$ cat src/rtl/counter_prog_pkg.sv
// rtl/counter_prog_pkg.sv - mode and direction encodings shared by the programmable counter
package counter_prog_pkg;

  localparam logic [2:0] MODE_BINARY  = 3'd0;
  localparam logic [2:0] MODE_RING1   = 3'd1;
  localparam logic [2:0] MODE_RING2   = 3'd2;
  localparam logic [2:0] MODE_JUMP2   = 3'd3;
  localparam logic [2:0] MODE_JOHNSON = 3'd4;

  localparam logic DIR_UP   = 1'b0;
  localparam logic DIR_DOWN = 1'b1;

endpackage

$ cat src/rtl/counter_prog_next.sv
// rtl/counter_prog_next.sv - combinational next-count and wrap computation for every counting mode
//   count      in   WIDTH  current registered count
//   mode       in   3      counting mode (see counter_prog_pkg)
//   direction  in   1      0 = up/left, 1 = down/right
//   next_count out  WIDTH  value the count takes on an enabled edge
//   next_wrap  out  1      wrap flag accompanying next_count
//   COUNTER_PROG_JOHNSON_EN: when defined, mode 4 is a Johnson counter; otherwise it counts in binary
module counter_prog_next
  import counter_prog_pkg::*;
#(
  parameter int unsigned      WIDTH       = 8,
  parameter logic [WIDTH-1:0] MAX_COUNT   = {WIDTH{1'b1}},
  parameter logic [WIDTH-1:0] START_COUNT = {{(WIDTH-1){1'b0}}, 1'b1}
) (
  input  logic [WIDTH-1:0] count,
  input  logic [2:0]       mode,
  input  logic             direction,
  output logic [WIDTH-1:0] next_count,
  output logic             next_wrap
);

  localparam logic [WIDTH-1:0] ONE     = {{(WIDTH-1){1'b0}}, 1'b1};
  localparam logic [WIDTH-1:0] TWO     = WIDTH'(2);
  localparam logic [WIDTH:0]   TWO_W   = (WIDTH+1)'(2);
  localparam logic [WIDTH:0]   MODULUS = {1'b0, MAX_COUNT} + {{WIDTH{1'b0}}, 1'b1};

  // Out-of-range values (possible after a mode switch from a ring pattern)
  // are treated as the terminal value by the arithmetic modes.
  logic [WIDTH-1:0] arith;
  logic [WIDTH:0]   sum;
  int unsigned      shift;

  assign arith = (count > MAX_COUNT) ? MAX_COUNT : count;

  always_comb begin
    next_count = arith + ONE;
    next_wrap  = 1'b0;
    sum        = '0;
    shift      = (mode == MODE_RING2) ? 2 : 1;
    case (mode)
      MODE_RING1, MODE_RING2: begin
        if (count == '0) begin
          // An empty ring would never recover; reseed it.
          next_count = START_COUNT;
        end else if (direction == DIR_UP) begin
          next_count = (count << shift) | (count >> (WIDTH - shift));
          next_wrap  = |(count >> (WIDTH - shift));
        end else begin
          next_count = (count >> shift) | (count << (WIDTH - shift));
          next_wrap  = |(count & ((ONE << shift) - ONE));
        end
      end
      MODE_JUMP2: begin
        if (direction == DIR_UP) begin
          sum = {1'b0, arith} + TWO_W;
          if (sum >= MODULUS) begin
            sum       = sum - MODULUS;
            next_wrap = 1'b1;
          end
        end else if (arith < TWO) begin
          sum       = {1'b0, arith} + MODULUS - TWO_W;
          next_wrap = 1'b1;
        end else begin
          sum = {1'b0, arith} - TWO_W;
        end
        next_count = sum[WIDTH-1:0];
      end
`ifdef COUNTER_PROG_JOHNSON_EN
      MODE_JOHNSON: begin
        if (direction == DIR_UP)
          next_count = {count[WIDTH-2:0], ~count[WIDTH-1]};
        else
          next_count = {~count[0], count[WIDTH-1:1]};
        next_wrap = (next_count == '0);
      end
`endif
      default: begin
        if (direction == DIR_UP) begin
          next_wrap  = (arith == MAX_COUNT);
          next_count = next_wrap ? '0 : arith + ONE;
        end else begin
          next_wrap  = (arith == '0);
          next_count = next_wrap ? MAX_COUNT : arith - ONE;
        end
      end
    endcase
  end

endmodule

$ cat src/rtl/counter_prog_param.sv
// rtl/counter_prog_param.sv - parametrised programmable pattern counter with load and wrap pulse
//   clk         in   1      clock, rising edge
//   reset       in   1      asynchronous, active-high
//   enable      in   1      advance one step
//   mode        in   3      0 binary, 1 ring1, 2 ring2, 3 jump2, 4 johnson/binary, others binary
//   direction   in   1      0 = up/left, 1 = down/right
//   load        in   1      synchronous parallel load (beats enable)
//   load_value  in   WIDTH  value captured on load, clamped to MAX_COUNT
//   count       out  WIDTH  registered count/pattern
//   wrap        out  1      one-cycle pulse coinciding with the wrapped count
//   COUNTER_PROG_JOHNSON_EN: enables the Johnson sequence on mode 4
module counter_prog_param
  import counter_prog_pkg::*;
#(
  parameter int unsigned      WIDTH       = 8,
  parameter logic [WIDTH-1:0] MAX_COUNT   = {WIDTH{1'b1}},
  parameter logic [WIDTH-1:0] START_COUNT = {{(WIDTH-1){1'b0}}, 1'b1}
) (
  input  logic             clk,
  input  logic             reset,
  input  logic             enable,
  input  logic [2:0]       mode,
  input  logic             direction,
  input  logic             load,
  input  logic [WIDTH-1:0] load_value,
  output logic [WIDTH-1:0] count,
  output logic             wrap
);

  logic [WIDTH-1:0] next_count;
  logic             next_wrap;

  counter_prog_next #(
    .WIDTH       (WIDTH),
    .MAX_COUNT   (MAX_COUNT),
    .START_COUNT (START_COUNT)
  ) u_next (
    .count      (count),
    .mode       (mode),
    .direction  (direction),
    .next_count (next_count),
    .next_wrap  (next_wrap)
  );

  always_ff @(posedge clk or posedge reset) begin
    if (reset) begin
      count <= START_COUNT;
      wrap  <= 1'b0;
    end else if (load) begin
      count <= (load_value > MAX_COUNT) ? MAX_COUNT : load_value;
      wrap  <= 1'b0;
    end else if (enable) begin
      count <= next_count;
      wrap  <= next_wrap;
    end else begin
      wrap  <= 1'b0;
    end
  end

endmodule
$ cat config.mk
export PLATFORM = sky130hd
export DESIGN_NAME = counter_prog_param
export DESIGN_NICKNAME = d
export VERILOG_FILES = /design/src/rtl/counter_prog_pkg.sv /design/src/rtl/counter_prog_next.sv /design/src/rtl/counter_prog_param.sv
export SDC_FILE = /design/constraint.sdc
export NUM_CORES = 1
export LEC_CHECK = 0
export BUFFER_PORTS_ARGS = -buffer_cell sky130_fd_sc_hd__clkbuf_2
export CORE_MARGIN = 1.5
export CORE_UTILIZATION = 60
export DETAILED_ROUTE_END_ITERATION = 10
export PLACE_DENSITY = 0.84
export RECOVER_POWER = 50
export REMOVE_ABC_BUFFERS = 1
export SKIP_LAST_GASP = 1
export SYNTH_ARGS = -nofsm -noshare
export SYNTH_HDL_FRONTEND = slang
export SYNTH_SLANG_ARGS = --single-unit
$ cat constraint.sdc
create_clock -name clk -period 5.9 [get_ports clk]
set_input_delay 1.18 -clock clk [delete_from_list [all_inputs] [get_ports clk]]
set_output_delay 1.18 -clock clk [all_outputs]
set_load 0.03 [all_outputs]
[Yosys cells after proc, flatten, opt, wreduce, memory -nomap -nowiden]
Index checks and enable logic that the tools add are counted.
Word-level totals
  register bits: 9
  latch bits: 0
  memory bits (writable): 0
  bits in read-only memories: 0
  bits of input ports: 16
  memories: 0
Operators by class
  add/subtract/negate cells: 9
  multipliers: 0
  div/mod/pow operators: 0
  order comparisons: 4
  equality and inequality tests: 4
  shifts and indexed selects: 5
  mux-type cells: 23
  bitwise operators: 3
  reduce and logical (&&, ||, !) cells: 6
Operators by type and width (number)
  two-way mux 8 bit: 12
  << shifter 8 x 32 -> 8 bit: 2
  >> shifter 8 x 32 -> 8 bit: 2
  << shifter 1 x 32 -> 8 bit (first input constant): 1
  subtractor 4 x 32 -> 32 bit (first input constant): 1
  subtractor 8 x 1 -> 8 bit (second input constant): 3
  adder 8 x 1 -> 8 bit (second input constant): 2
  > comparator 8 bit (second input constant): 2
  zero test 8 bit: 2
  bitwise OR 8 bit: 2
  case mux 8 bit (2 select lines): 1
  OR reduction 8 bit: 2
  subtractor 8 x 2 -> 8 bit (second input constant): 2
  adder 8 x 2 -> 9 bit (second input constant): 1
  greater-or-equal comparator 9 bit (second input constant): 1
  bitwise AND 8 bit: 1
  equality test 8 bit (second input constant): 1
  < comparator 8 x 2 -> 1 bit (second input constant): 1
  two-way mux 1 bit: 8
  equality test 3 x 2 -> 1 bit (second input constant): 2
  equality test 3 x 1 -> 1 bit (second input constant): 1
  two-way mux 2 bit: 1
  case mux 1 bit (2 select lines): 1
  nonzero test 2 bit: 1
  OR reduction 2 bit: 1

[Depth between registers and ports, before layout]
Gate-level depths: netlist of the first run.
  word-level depth: 11
  depth in mapped cells: 8
  mapped depth without buffers: 7

[By module]
From an unflattened synthesis of the first run, not the netlist that was laid out.
Unflattened totals
  cells, all modules: 171
  area total of the unflattened synthesis: 1420.1 µm²
Modules (own cells, without submodules)
  counter_prog_next: instances 1, cells an instance 133, area an instance 1009.7 µm², sequential area each 0.0 µm²
  counter_prog_param: instances 1, cells an instance 38, area an instance 410.4 µm², sequential area each 226.5 µm²

[Worst setup path after synthesis of the first run]
No wires, ideal clock.
  path kind: input port to flip-flop
  from: input mode[2]
  to: register count[2]
  data arrival time: 2.388 ns
  setup slack: 3.381 ns
  stages: 5
  path through: nor3b_4 > mux4_2 > a221o_1 > o21ai_1 > o21ai_1
On the way
  word-level cells in the longest chain between the ends: 10
  elaborated cells on any way between the ends: 17
  those cells by class: add/sub: 1; eq/ne: 3; shift: 4; mux: 6; bitwise: 2; reduce/logical: 1
RTL lines
  from (decl): RTL line counter_prog_param.sv:22  | input logic [2:0] mode,
  equality test 3 x 2 -> 1 bit: RTL line counter_prog_next.sv:39, counter_prog_next.sv:40
  two-way mux 2 bit: RTL line counter_prog_next.sv:39  | shift = (mode == MODE_RING2) ? 2 : 1;
  subtractor 4 x 32 -> 32 bit: RTL line counter_prog_next.sv:46, counter_prog_next.sv:49
  >> shifter 8 x 32 -> 8 bit / << shifter 8 x 32 -> 8 bit (equally long branches): RTL line counter_prog_next.sv:46, counter_prog_next.sv:49
  bitwise OR 8 bit (on tied branches): RTL line counter_prog_next.sv:46, counter_prog_next.sv:49
  two-way mux 8 bit: RTL line counter_prog_next.sv:45  | end else if (direction == DIR_UP) begin
  two-way mux 8 bit: RTL line counter_prog_next.sv:42  | if (count == '0) begin
  case mux 8 bit (2 select lines) *: RTL line counter_prog_next.sv:40  | case (mode)
  two-way mux 8 bit *: RTL line counter_prog_param.sv:52  | end else if (enable) begin
  two-way mux 8 bit *: RTL line counter_prog_param.sv:49  | end else if (load) begin
  to (signal assigned): RTL line counter_prog_param.sv:50  | count <= (load_value > MAX_COUNT) ? MAX_COUNT : load_value;
  to (signal assigned): RTL line counter_prog_param.sv:53  | count <= next_count;
  to (decl): RTL line counter_prog_param.sv:26  | output logic [WIDTH-1:0] count,
Every way passes the cells marked *; elsewhere a longest branch is shown, timed or not. The select of a mux whose other input is x is not followed.
A chain may end at the register's enable or synchronous reset.

[Worst setup path in the final report of the first run]
  from: input direction
  to: register count[5]
On the way
  word-level cells in the longest chain between the ends: 5
  elaborated cells on any way between the ends: 7
  those cells by class: mux: 7
RTL lines
  from (decl): RTL line counter_prog_param.sv:23  | input logic direction,
  two-way mux 8 bit: RTL line counter_prog_next.sv:45
  two-way mux 8 bit: RTL line counter_prog_next.sv:42
  case mux 8 bit (2 select lines) *: RTL line counter_prog_next.sv:40
  two-way mux 8 bit *: RTL line counter_prog_param.sv:52
  two-way mux 8 bit *: RTL line counter_prog_param.sv:49
Marks and branches as above.

==> results of run 1 <==
-- cell usage after synthesis, drive strengths merged (4+ instances only) --
cell type / n / area [sq um]
mux2i: 5 / 50.1
o31ai: 4 / 30.0
buf: 6 / 36.3
xnor2: 8 / 70.1
inv: 7 / 26.3
ha: 5 / 62.6
clkbuf: 9 / 33.8
nand2: 11 / 41.3
dfrtp: 8 / 200
nor2: 13 / 48.8
mux4: 8 / 184
o21ai: 10 / 50.1
a21oi: 19 / 95.1
nand2b: 4 / 25.0
-- worst max path at each step --
stage,cells after the start,to,slack (ns)
6_report,6,count[5]$_DFFE_PP0P_,3.21
3_5_place_dp,6,count[5]$_DFFE_PP0P_,2.97
5_1_grt,6,count[5]$_DFFE_PP0P_,3.01
4_1_cts,6,count[5]$_DFFE_PP0P_,3.23
2_1_floorplan,4,count[7]$_DFFE_PP0P_,3.38
3_3_place_gp,5,count[2]$_DFFE_PP0P_,3.04
-- cell type report --
cell class / instances / area, sq um
multi-input cells: 134 / 1070
fillers: 186 / 692
flip-flops and latches: 9 / 226
inverters: 7 / 26.3
well taps: 28 / 35.0
repair buffers: 24 / 115
clock buffers: 4 / 26.3
-- routing by layer --
layer / global-route usage [%] / wire length (microns)
met1: 42.6 / 1470
met2: 54.5 / 1900
met3: 5.26 / 372
met4: 8.56 / 102
met5: 0 / 0
-- placed cells by master, fill, tap and decap left out, types with 2 or more instances in the layout --
master    count
clkbuf_2     20
a21oi_1      19
nor2_1       13
nand2_1      11
xnor2_1       8
dfrtp_1       8
inv_1         7
mux4_2        7
o21ai_0       6
mux2i_1       5
ha_1          5
clkbuf_1      5
nand2b_1      4
o31ai_1       4
o21ai_1       4
o22ai_1       3
nor3_1        3
a22o_1        3
clkbuf_4      3
and3b_1       2
nor3b_1       2
and4_1        2
and3_1        2
o21a_1        2
o221ai_1      2
-- power breakdown --
group          internal [mW]  switching [mW]
logic                 0.0598          0.0722
clock network         0.0261          0.0235
registers             0.0687          0.0323
-- logic make-up (layout without fill, tap and decap cells) --
kind of cell	count (synthesis)	in the layout	share of synthesized area [%]
multiplexers	13	13	16.8
XOR/XNOR	9	9	5.66
buffers and inverters	22	35	6.92
AO/OA/AOI/OAI	55	55	27.4
adder cells (fa/ha/maj)	5	5	4.49
AND/OR/NAND/NOR	52	52	22.5
flip-flops	9	9	16.3
-- stage by stage --
| step | utilization (%) | hold slack (ns) | area [sq um] | total power [mW] |
|---|---|---|---|---|
| final | 68.4 | 0.792 | 1500 | 0.283 |
| after global routing | 68.4 | 0.872 | 1500 | 0.298 |
| after CTS | 68.6 | 0.781 | 1500 | 0.281 |
| after detailed placement | 67.4 | 0.765 | 1480 | 0.232 |
| after global placement | 67.4 | 0.779 | 1480 | 0.228 |
| after floorplan | - | 0.742 | 1320 | 0.186 |
-- flip-flops by register name, indices dropped and copies added, names as in the netlist --
signal and flops:
wrap 1, count 8
-- worst reg2reg max path, delay by kind of cell, from the launching register on --
kind | cells | cell delay [ns]
AO/OA/AOI/OAI | 4 | 1.08
adder cells (fa/ha/maj) | 1 | 0.25
buffers and inverters | 1 | 0.13
flip-flops | 1 | 0.72
AND/OR/NAND/NOR | 1 | 0.17
==> reports/qor.csv, run 1 <==
metric,value,unit
r2r-end,count[2]$_DFFE_PP0P_,
fin_tns_setup,0,ns
yosys_warnings,0,
syn_avg_cell_area,8.44,sq um
crit_fanout,29,
worst_pin_slew,0.776,ns
rsz0062_at_grt,false,
drtAntennaViolNets,0,
crit_type,in -> reg,
critPathCaptureType,register,
wl_per_cell,18.6,microns
postCtsSetupBuffers,0,
dp_cells,202,
cap_violations,0,
cts_root_buf,clkbuf_4,
clkTransAtPathRegs,0.07,ns
grt_overflow,0,
drtIter0Drc,92,
dp_slack,2.97,ns
yosysSeqAreaShare,16.3,%
die_area,0.00262,sq mm
worstPathArrival,2.89,ns
holdPathEnd,count[0]$_DFFE_PP1P_,
synthArstFlopShare,100,%
coreArea,0.00219,sq mm
synth_area,0.00139,sq mm
clock_latency,0.27,ns
cts_buffers,3,
synth_edf_count,0,
slowest_stage,clkbuf_2,
synth-seq-cells,9,
grt_pass1_wl,6390,microns
path_cells,clkbuf_2 -> nor4bb_1 -> and2_1 -> o41ai_1 -> a21oi_1 -> o21a_1,
hold_viol_final,0,
worst_clock_skew,0.00838,ns
syn_inst,165,
min_delay_path_depth,3,
dp_hpwl,2680,microns
r2r_start,count[0]$_DFFE_PP1P_,
timing.final.ws_setup,3.21,ns
slew_viol_final,0,
die_x,51.2,microns
crit_start,direction,
drive_gt1_share,21.3,%
cts_buffer_depth,2,
fmax,372,MHz
cp.required,6.10,ns
critical_path.top_delay_family,simple AND/OR/NAND/NOR gates,
final_cell_count_no_fill,206,
placementRows,17,
first_global_vias,1326,
startpoint_type,primary input,
hp-class,reg -> reg,
power.density,189,mW/mm^2
drtPass1Iterations,5,
min_period,2.69,ns
status,completed,
drt-total-wl,3840,microns
nets,200,
ys_types,54,
cts.sinks,9,
diodes,0,
cts_tree,yes,
post-route-drc-count,0,
hold_start,count[0]$_DFFE_PP1P_,
grt_max_degree,30,
setup_violations,0,
r2r_cells,7,
ctsHoldBuffers,0,
num_io_pins,25,
ir_drop,0.190,mV
viasPerCell,6.95,
critPathBufInv,1,
cts_max_level,1,
syn2layout_area_growth,7.64,%
routabilityCongestion,0.988,
r2r_setup_slack,3.47,ns
port_buffers,24,
die_y,51.2,microns
timing.final.crit_share,45.6,%
cts-resized-gates,0,
vias,1431,
start_util,63.6,%
relSlewSlack,47.8,%
antenna_found_initial,0,
grt_usage,32.3,%
cpPeakStageDelay,0.50,ns
synth-main-ff-cell,dfrtp_1,
power.leakage,0.605,nW
(Power assumes the default switching activity.)
==> run 2, diff against run 1 <==
--- a/config.mk
+++ b/config.mk
@@ -7,9 +7,9 @@
 export LEC_CHECK = 0
 export BUFFER_PORTS_ARGS = -buffer_cell sky130_fd_sc_hd__clkbuf_2
 export CORE_MARGIN = 1.5
-export CORE_UTILIZATION = 60
+export CORE_UTILIZATION = 51
 export DETAILED_ROUTE_END_ITERATION = 10
-export PLACE_DENSITY = 0.84
+export PLACE_DENSITY = 0.76
 export RECOVER_POWER = 50
 export REMOVE_ABC_BUFFERS = 1
 export SKIP_LAST_GASP = 1
==> constraint.sdc (replaced) <==
create_clock -name clk -period 2.2 [get_ports clk]
set_input_delay 0.44 -clock clk [delete_from_list [all_inputs] [get_ports clk]]
set_output_delay 0.44 -clock clk [all_outputs]
set_load 0.03 [all_outputs]
==> run 2 against run 1 <==
Against the previous run:
- sequential cell count is the same
- design area grew 6.8%
- critical endpoint unchanged
- highest routed layer unchanged
- global-route usage shrank 5.6 points
- sequential share of layout area shrank 0.88 points
- via count grew 1.9%
- critical path depth grew 1
- register-to-register slack lost 3.4 ns
- sequential power grew 130%
- non-clock buffer count grew 12
- clock skew shrank 0.0035 ns
- largest cell class unchanged
- clock power grew to 2.6 times the previous value
==> reports/qor.csv, run 2 (synthesized netlist as in run 1, its figures left out) <==
metric,value,unit,change
rsz0062_at_grt,false,,
slew_viol_final,0,,unchanged
placementRows,18,,+1
power.leakage,0.668,nW,+10%
final_cell_count_no_fill,220,,+6.8%
clkTransAtPathRegs,0.06,ns,about the same
drtAntennaViolNets,0,,unchanged
combPwrFrac,53.7,%,+7.0 points
worst_clock_skew,0.00485,ns,-0.00353 ns
coreArea,0.00252,sq mm,+15%
drtPass1Iterations,5,,unchanged
cts_buffer_depth,2,,unchanged
clkPwrFrac,16.3,%,-1.2 points
min_period,2.09,ns,
post-route-drc-count,0,,unchanged
layout_commonest_cell,clkbuf_2,,
num_io_pins,25,,unchanged
power,0.785,mW,+180%
setup_violations,0,,unchanged
nets,212,,+6.0%
hold_viol_final,0,,unchanged
antenna_found_initial,0,,unchanged
crit_fanout,10,,-66%
wl_per_cell,18.1,microns,-2.9%
regMostFlops,count,,
syn2layout_area_growth,14.9,%,
first_global_vias,1397,,+5.4%
cts_tree,yes,,
largest_reg_flops,8,,unchanged
hp-class,in -> async,,
dp_cells,215,,+6.4%
port_buffers,24,,unchanged
reg.largest.list,"count (8), wrap (1)",,
timing.final.crit_share,95.0,%,
crit_type,reg -> reg,,
internal_power,0.442,mW,+190%
dp_hpwl,3010,microns,+12%
die_area,0.00305,sq mm,+17%
drive_gt1_share,27.4,%,+6.0 points
grt_pass1_wl,6580,microns,+3.0%
critPathCaptureType,register,,
startpoint_type,register,,
p_sw_share,43.6,%,-1.7 points
cts_root_buf,clkbuf_4,,
fin_tns_setup,0,ns,unchanged
drt-total-wl,3980,microns,+3.6%
vias,1458,,+1.9%
die_y,55.3,microns,+8.0%
routabilityCongestion,0.899,,-9.0%
final_cell_mix,"clkbuf_2 (20), a21oi_1 (19), nor2_1 (13), buf_4 (12), nand2_1 (11)",,
cp.required,2.35,ns,-3.75 ns
final_util,63.4,%,-5.0 points
cap_violations,0,,unchanged
p_seq_share,29.9,%,-5.8 points
cts.sinks,9,,unchanged
diodes,0,,unchanged
worstPathArrival,2.24,ns,-0.65 ns
clock_latency,0.26,ns,about the same
status,completed,,
die_x,55.3,microns,+8.0%
relSlewSlack,66.5,%,+19 points
ir_drop,0.619,mV,+230%
start_util,55.2,%,-8.4 points
grt_max_degree,18,,-40%
fmax,479,MHz,
grt_usage,26.7,%,-5.6 points
grt_overflow,0,,unchanged
cts_max_level,1,,unchanged
p_sw,0.342,mW,+170%
power.density,490,mW/mm^2,+160%
viasPerCell,6.63,,-4.6%
worst_pin_slew,0.501,ns,-0.274 ns
drtIter0Drc,76,,-17%
cts_buffers,3,,unchanged
==> run 2: final timing paths <==
kind,cells after the start,to,slack [ns],startpoint
hold reg to reg,3,count[0]$_DFFE_PP1P_,0.74,count[0]$_DFFE_PP1P_
min in group clk,3,count[1]$_DFFE_PP0P_,0.38,load_value[1]
hold / removal,2,count[1]$_DFFE_PP0P_,0.10,reset
setup reg to reg,7,count[5]$_DFFE_PP0P_,0.11,count[0]$_DFFE_PP1P_
setup / recovery,7,count[5]$_DFFE_PP0P_,0.11,count[0]$_DFFE_PP1P_
max in group asynchronous,2,count[0]$_DFFE_PP1P_,1.80,reset
==> run 2: area by class of cell <==
type                    instances  area (sq um)
multi-input cells             134          1080
flip-flops and latches          9           228
fillers                       220           922
inverters                       7          26.3
repair buffers                 36           205
well taps                      30          37.5
clock buffers                   4          26.3
==> run 2: metal layers <==
layer	part of all wire, %	global-route usage (%)	vias to the layer above	wire (microns)
li1	-	-	675	-
met1	39	36.5	696	1570
met2	51	44.6	83	2010
met3	8.5	3.75	4	337
met4	1.5	6.27	0	59
met5	0	0	-	0
==> run 2: critical path, stage by stage, from the launching register on <==
cell and delay, ns:
dfstp_2 0.62, inv_1 0.09, ha_1 0.23, nor4bb_1 0.17, and2_1 0.27, o41ai_2 0.34, a21oi_1 0.07, o21a_1 0.19
==> run 2: power by group through the flow <==
stage | clock network, mW | registers (mW) | logic [mW]
floorplan | 0 | 0.278 | 0.222
global placement | 0 | 0.234 | 0.401
detailed placement | 0 | 0.236 | 0.412
CTS | 0.129 | 0.233 | 0.414
global route | 0.142 | 0.239 | 0.455
finish | 0.128 | 0.235 | 0.422
==> run 2: metrics by stage <==
stage | hold slack, ns | setup slack (ns) | area (sq um)
floorplan | 0.267 | 0.0880 | 1320
global placement | 0.394 | 0.117 | 1560
detailed placement | 0.391 | 0.0401 | 1560
CTS | 0.111 | 0.0253 | 1590
global route | 0.140 | 0.0109 | 1600
finish | 0.105 | 0.111 | 1600
==> run 2: what timing repair did <==
action                     in CTS  in global routing
hold buffers                    0                  0
resized for setup               0                  2
setup buffers                   0                  1
setup endpoints to repair       0                  6
